$ cat src/rtl/fproc_arb_pkg.sv
// fproc_arb_pkg: shared types and helpers for the fproc arbiter.
// Holds the arbiter FSM state encoding and an index-width helper that never
// returns zero, so one-entry counters and vectors stay legal.
package fproc_arb_pkg;
  typedef enum logic [1:0] {IDLE, ISSUE, WAIT, RESP} state_t;
  function automatic int idx_w(input int n);
    return (n > 1) ? $clog2(n) : 1;
  endfunction
endpackage

$ cat src/rtl/fproc_arbiter_rr_picker.sv
// rr_picker: combinational round-robin priority encoder.
// Ports: pending (request vector), last (previous grant) -> grant (first set
// index after last, wrapping), any (some request is pending).
module rr_picker #(
  parameter int N  = 4,
  parameter int IW = $clog2(N)
) (
  input  logic [N-1:0]  pending,
  input  logic [IW-1:0] last,
  output logic [IW-1:0] grant,
  output logic          any
);
  always_comb begin
    grant = last;
    for (int k = N; k >= 1; k--)
      if (pending[(int'(last) + k) % N]) grant = IW'((int'(last) + k) % N);
  end
  assign any = |pending;
endmodule

$ cat src/rtl/fproc_arbiter.sv
// fproc_arbiter: shares one function processor among N_CORES proc cores.
// Ports: clk, reset (async active-low); core_req_en/core_req_id per-core
// request pulses; core_ready/core_data per-core response; fproc_req_* request
// handshake to the shared fproc; fproc_resp_* its result; busy, timeout_err,
// dup_err status.
module fproc_arbiter import fproc_arb_pkg::*; #(
  parameter int N_CORES        = 4,
  parameter int DATA_WIDTH     = 32,
  parameter int ID_WIDTH       = 8,
  parameter int TIMEOUT_CYCLES = 1024
) (
  input  logic                          clk,
  input  logic                          reset,
  input  logic [N_CORES-1:0]            core_req_en,
  input  logic [N_CORES*ID_WIDTH-1:0]   core_req_id,
  output logic [N_CORES-1:0]            core_ready,
  output logic [DATA_WIDTH-1:0]         core_data,
  output logic                          fproc_req_valid,
  output logic [ID_WIDTH-1:0]           fproc_req_id,
  output logic [$clog2(N_CORES)-1:0]    fproc_req_core,
  input  logic                          fproc_req_ack,
  input  logic                          fproc_resp_valid,
  input  logic [DATA_WIDTH-1:0]         fproc_resp_data,
  output logic                          busy,
  output logic                          timeout_err,
  output logic                          dup_err
);
  localparam int IW = $clog2(N_CORES);
  localparam int CW = idx_w(TIMEOUT_CYCLES);
  state_t                state, state_n;
  logic [N_CORES-1:0]    pending, clr, load, dup;
  logic [ID_WIDTH-1:0]   id_q [N_CORES];
  logic [IW-1:0]         g, last_grant, pick;
  logic [CW-1:0]         cnt;
  logic [DATA_WIDTH-1:0] resp_q;
  logic                  any, tmo;
  rr_picker #(.N(N_CORES), .IW(IW)) u_pick (
    .pending(pending),
    .last(last_grant),
    .grant(pick),
    .any(any)
  );
  assign clr  = (state == RESP) ? (N_CORES'(1) << g) : '0;
  // a pulse landing on the core's own RESP cycle re-arms it with the new id
  assign load = core_req_en & (~pending | clr);
  assign dup  = core_req_en & pending & ~clr;
  assign tmo  = (TIMEOUT_CYCLES != 0) && (cnt == CW'(TIMEOUT_CYCLES - 1));
  assign core_ready      = clr;
  assign core_data       = resp_q;
  assign busy            = state != IDLE;
  assign fproc_req_valid = state == ISSUE;
  assign fproc_req_id    = (state == ISSUE) ? id_q[g] : '0;
  assign fproc_req_core  = (state == ISSUE) ? g : '0;
  always_ff @(posedge clk or negedge reset)
    if (!reset) state <= IDLE;
    else        state <= state_n;
  always_comb begin
    state_n = state;
    unique case (state)
      IDLE:  state_n = any ? ISSUE : IDLE;
      ISSUE: state_n = fproc_req_ack ? WAIT : ISSUE;
      WAIT:  state_n = (fproc_resp_valid || tmo) ? RESP : WAIT;
      RESP:  state_n = IDLE;
    endcase
  end
  always_ff @(posedge clk or negedge reset)
    if (!reset) begin
      pending     <= '0;
      g           <= '0;
      last_grant  <= IW'(N_CORES - 1);
      cnt         <= '0;
      resp_q      <= '0;
      timeout_err <= 1'b0;
      dup_err     <= 1'b0;
      for (int i = 0; i < N_CORES; i++) id_q[i] <= '0;
    end else begin
      pending <= (pending & ~clr) | core_req_en;
      for (int i = 0; i < N_CORES; i++)
        if (load[i]) id_q[i] <= core_req_id[i*ID_WIDTH +: ID_WIDTH];
      if (|dup) dup_err <= 1'b1;
      if (state == IDLE && any) g <= pick;
      if (state == WAIT) begin
        cnt <= cnt + 1'b1;
        if (fproc_resp_valid) resp_q <= fproc_resp_data;
        else if (tmo) begin
          resp_q      <= '0;
          timeout_err <= 1'b1;
        end
      end
      if (state == RESP) begin
        last_grant <= g;
        cnt        <= '0;
      end
    end
endmodule

$ cat config.mk
export PLATFORM = sky130hd
export DESIGN_NAME = fproc_arbiter
export DESIGN_NICKNAME = d
export VERILOG_FILES = /design/src/rtl/fproc_arb_pkg.sv /design/src/rtl/fproc_arbiter_rr_picker.sv /design/src/rtl/fproc_arbiter.sv
export SDC_FILE = /design/constraint.sdc
export NUM_CORES = 1
export LEC_CHECK = 0
export ABC_AREA = 1
export CORE_MARGIN = 2
export CORE_UTILIZATION = 40
export CTS_BUF_LIST = sky130_fd_sc_hd__clkbuf_8
export DETAILED_ROUTE_END_ITERATION = 12
export PLACE_DENSITY = 0.75
export SYNTH_ARGS = -nofsm -noshare
export SYNTH_HDL_FRONTEND = slang
export SYNTH_SLANG_ARGS = --single-unit
$ cat constraint.sdc
create_clock -name clk -period 2.9 [get_ports clk]
set_input_delay 0.58 -clock clk [delete_from_list [all_inputs] [get_ports clk]]
set_output_delay 0.58 -clock clk [all_outputs]
set_load 0.02 [all_outputs]
# Yosys cells after proc, flatten, opt, wreduce, memory -nomap -nowiden
# Index checks and enable logic that the tools add are counted.
totals:
  ff_bits: 86
  in_bits: 72
  out_inout_bits: 50
  wordCells: 85
classes:
  n_addsub: 5
  magnitude_cmp: 5
  eq_ne: 4
  n_shift: 1
  muxes: 30
  bitwise: 14
  n_reduce_logical: 14
op_table:
  columns: ["operator", "count"]
  rows:
  - ["$mux W32", 2]
  - ["$mux W8", 3]
  - ["$mux W10", 2]
  - ["$and A4 B4 Y4", 4]
  - ["$bmux W8 S2", 1]
  - ["$lt A3 B4 Y1 const B", 4]
  - ["$mux W2", 6]
  - ["$add A10 B1 Y10 const B", 1]
  - ["$eq A10 B10 Y1 const B", 1]
  - ["$mux W1", 10]
  - ["$bmux W1 S2", 4]
  - ["$not A4 Y4", 2]
  - ["$or A4 B4 Y4", 2]
  - ["$pmux W2 S4", 1]
  - ["$reduce_or A2 Y1", 4]
  - ["$reduce_or A4 Y1", 2]
  - ["$reduce_bool A2 Y1", 3]
  - ["$add A2 B1 Y2 const B", 2]
  - ["$add A2 B2 Y2 const B", 2]
  - ["$and A1 B1 Y1 const A", 4]
  - ["$eq A2 B2 Y1 const B", 2]
  - ["$mux W4", 1]
  - ["$shl A1 B2 Y4 const A", 1]
  - ["$ge A3 B3 Y1 const B", 1]
  - ["8 further kinds", 8]

# Depth between registers and ports, before layout
depth:
  ltp_word: 10
  mapped_depth: 10
  mapped_depth_nobuf: 10

# Modules after synthesis
# A second synthesis with hierarchy kept.
unflattened:
  hier_cells: 527
  hier_area_um2: 4082.7
modules_own_cells:
  columns: ["module", "instances", "cells_each", "area_each_um2", "seq_area_each_um2"]
  rows:
  - ["fproc_arbiter", 1, 483, 3865.0, 2154.6]
  - ["rr_picker", 1, 44, 217.7, 0.0]

# Worst setup path before layout
# Ideal clock, no wire load.
synth_timing:
  kind: "reg2out"
  from: "register with a tool-made name"
  to: "output fproc_req_id[0]"
  arrival_ns: 1.550
  required_time_ns: 2.320
  setup_slack_ns: 0.770
  path_stages_with_launch: 6
  n_path_buf: 2
  path_cell_list: "dfrtp_1 -> buf_4 -> nor2_1 -> inv_1 -> clkbuf_1 -> a21oi_1"
synth_rtl:
  columns: ["item", "line_no", "source"]
  rows:
  - ["to (decl)", "fproc_arbiter.sv:19", "output logic [ID_WIDTH-1:0] fproc_req_id,"]

==> run_results.csv <==
group,metric,value,unit
setup_path,r2r.worst_path.cells,8,
grt,antenna_found_initial,0,
die,ios,122,
logic_synthesis,synth_area_per_cell,8.60,um^2
setup_path,cp.required,2320,ps
power,p_sw,0.00221,W
detailed_routing,dr.pass1.iters,5,
layout,syn_to_final_growth,38.1,%
layout,finish.utilization,56.7,%
detailed_routing,totalWireLength,10.4,mm
clock_network,cts-buffers-inserted,9,
detailed_routing,route.detailed.drc,0,
clock_network,clk_pin_slew_worst_paths,100,ps
setup_path,endpoint_kind,"output pin",
sta,report.final.slew_viol_count,0,
logic_synthesis,synth_fp_nets,540,
grt,grt_usage,19.6,%
logic_synthesis,yosys_warnings,0,
grt,use_met2,32.0,%
logic_synthesis,synth.distinct_cells,36,
power,p_sw_share,40.4,%
grt,busiest_layer,"met2",
power,power_leakage,2.61,nW
die,start_util,41.1,%
placed_design,gp_congestion,0.830,
clock_network,cts_sinks,86,
logic_synthesis,synth_area_leader_cell,"dfrtp_1",
setup_path,crit_type,"register to output pin",
sta,clock_skew,15.9,ps
detailed_routing,antenna_left,0,
logic_synthesis,synth_area,4020,um^2
logic_synthesis,synth-seq-area-share,53.7,%
power,comb_power_share,44.4,%
grt,grt-ovfl-total,0,
grt,grt_max_degree,79,
grt,grtUsageMet1,26.8,%
power,intPower,0.00326,W
status,status,"finished, final reports clean",
clock_network,ctsHoldBuffers,0,
logic_synthesis,synth_top_family_by_area,"simple AND/OR/NAND/NOR gates",
grt,first_global_vias,3515,
clock_network,cts-root-buf,"clkbuf_8",
setup_path,worstPathArrival,2180,ps
setup_path,cp-start-kind,"register",
grt,grt_first_pass_wirelength,17.2,mm
die,die_w,104,um
sta,rsz0062_at_grt,"false",
setup_path,path_max_fanout,11,
detailed_routing,via_per_inst,4.98,
logic_synthesis,synth_edf_count,0,
clock_network,worstSkewPairLatency,350,ps
job,max-cap-violations,0,
die,die_h,104,um
clock_network,cts_tree,"done",
power,peakVddDrop,0.000467,V
sta,slew_headroom,54.7,%
layout,drive_gt1_share,8.89,%
sta,holdWs,38.3,ps
layout,nets,653,
logic_synthesis,ys_seq_elements,86,
detailed_routing,dr.first_iter.drc_count,207,
setup_path,rrSetupSlack,940,ps
grt,gr-usage-met3,2.82,%
die,rows,36,
detailed_routing,wl_per_cell,14.5,um
power,p_clk_share,17.6,%
power,powerDensity,987,nW/um^2
placed_design,portBuffers,121,
clock_network,cts_buffer_depth,2,
die,die-area,10900,um^2
clock_network,h-tree-depth,3,
die,fp.coreArea,9770,um^2
sta,min_period,2760,ps
sta,fin_tns_setup,0,ps
logic_synthesis,synth_mux_area_share,4.49,%
sta,setup_violations,0,
worst_hold_path,hold_class,"input pin to async pin",
logic_synthesis,synthTopCellsByArea,"dfrtp_1 52%, nand2_1 12%, nand3_1 7.0%",
logic_synthesis,synthCells,467,
logic_synthesis,synth-xor-area-share,0.654,%
sta,final_hold_viol_count,0,
logic_synthesis,async_flop_share,100,%
sta,post-route-period-util,95.1,%
placed_design,place_hpwl,7.63,mm
logic_synthesis,synth_ff_type,"dfrtp_1",
placed_design,placed_cell_area,5310,um^2
detailed_routing,vias,3578,
logic_synthesis,yosys.area_share.adder,0.312,%
sta,max_freq,0.363,GHz
layout,design_area,5550,um^2
layout,antennaDiodeCount,0,
logic_synthesis,synth_compound_area_share,6.54,%
power,p_seq_share,38.0,%
setup_path,rr_endpoint,"id_q[5]",
sta,worst_slew_pin_slew,677,ps
logic_synthesis,synthSimpleGateAreaFrac,28.2,%
logic_synthesis,synth.top_cell.area_share,52.4,%
[placed cells by master (no fill, tap or decap), types with 2 or more instances in the layout]
cell type        Yosys  layout
a21oi_1             12      12
buf_4                1       5
bufinv_16            0       2
clkbuf_8             0      10
clkdlybuf4s50_1      0     120
dfrtp_1             84      82
dfrtp_2              0       2
dfstp_2              2       2
inv_1               23      23
inv_2                5       4
inv_4                1       2
inv_6                0       3
mux2_1              16      16
nand2_1            130     130
nand2_2             11      11
nand3_1             56      56
nand3_2              2       2
nand4_1              4       4
nor2_1              46      45
nor3_1               7       7
o21ai_0             17      17
o21ai_1             10      10
xor2_1               2       2
[cell usage after synthesis, drive strengths merged (2+ instances only)]
master and number:
dfrtp 84, dfstp 2, inv 29, nand3 58, nand2 142, nor3 9, nor2 46, nand4 4
mux2 16, buf 15, o21ai 28, a21oi 12, xor2 2, clkbuf 9
[power by group through the flow]
stage	sequential, W	clock (W)	combinational, W
6_report	0.00208	0.000965	0.00243
5_1_grt	0.00214	0.00104	0.00267
4_1_cts	0.00207	0.000990	0.00245
3_5_place_dp	0.00208	0	0.00244
3_3_place_gp	0.00208	0	0.00237
2_1_floorplan	0.00217	0	0.00132
[critical path, cell delays in order, from the launching register on]
cell             delay, ps
dfrtp_1                510
nor2_1                 230
inv_1                  230
a21oi_1                230
clkdlybuf4s50_1        640
[repair_timing]
item,CTS,global route
endpoints found under the setup margin,1,8
buffers inserted,0,0
gates cloned,0,0
resized for setup,1,2
hold endpoints to repair,0,0
[per-layer routing]
layer | wire (um) | up-vias | share of wire (%)
li1 | - | 1738 | -
met1 | 4570 | 1714 | 44
met2 | 5210 | 103 | 50
met3 | 376 | 23 | 3.6
met4 | 247 | 0 | 2.4
met5 | 0 | - | 0
[cells by family after synthesis]
family,Yosys count
muxes,16
AOI/OAI and AO/OA,47
adders and majority gates,1
buffers and inverters,54
and+or+nand+nor,260
DFF,86
xor gates and xnor gates,3
[final cells by class]
| class | instances | area, um^2 |
|---|---|---|
| Fill cell | 876 | 4230 |
| Clock buffer | 10 | 138 |
| Timing Repair Buffer | 126 | 1260 |
| Sequential cell | 86 | 2160 |
| Clock inverter | 6 | 91.3 |
| Inverter | 30 | 118 |
| Tap cell | 133 | 166 |
| Multi-Input combinational cell | 327 | 1620 |
[state kept, by name, indices dropped and copies added, names as in the netlist, named ones only]
signal       count
last_grant       2
cnt             10
core_data       32
pending          4
id_q            32
g                2
dup_err          1
timeout_err      1
state            1
[worst max-delay path by stage]
| stage | end | slack, ps | cells past startpoint | from |
|---|---|---|---|---|
| after floorplan | fproc_req_id[0] | 770 | 5 | register |
| after global placement | fproc_req_id[6] | 400 | 4 | g[0] |
| after detailed placement | fproc_req_id[6] | 380 | 4 | g[0] |
| after CTS | fproc_req_id[3] | 8 | 5 | g[0] |
| after global routing | fproc_req_id[6] | 30 | 4 | register |
| final | fproc_req_id[6] | 140 | 4 | register |
[per-stage QoR]
stage	setup slack, ps	instances	power, W
finish	143	718	0.00548
global route	25.1	718	0.00585
CTS	7.51	718	0.00551
detailed placement	385	702	0.00452
global placement	403	702	0.00445
floorplan	770	467	0.00348
No activity file was read; power rests on OpenSTA's default activity.
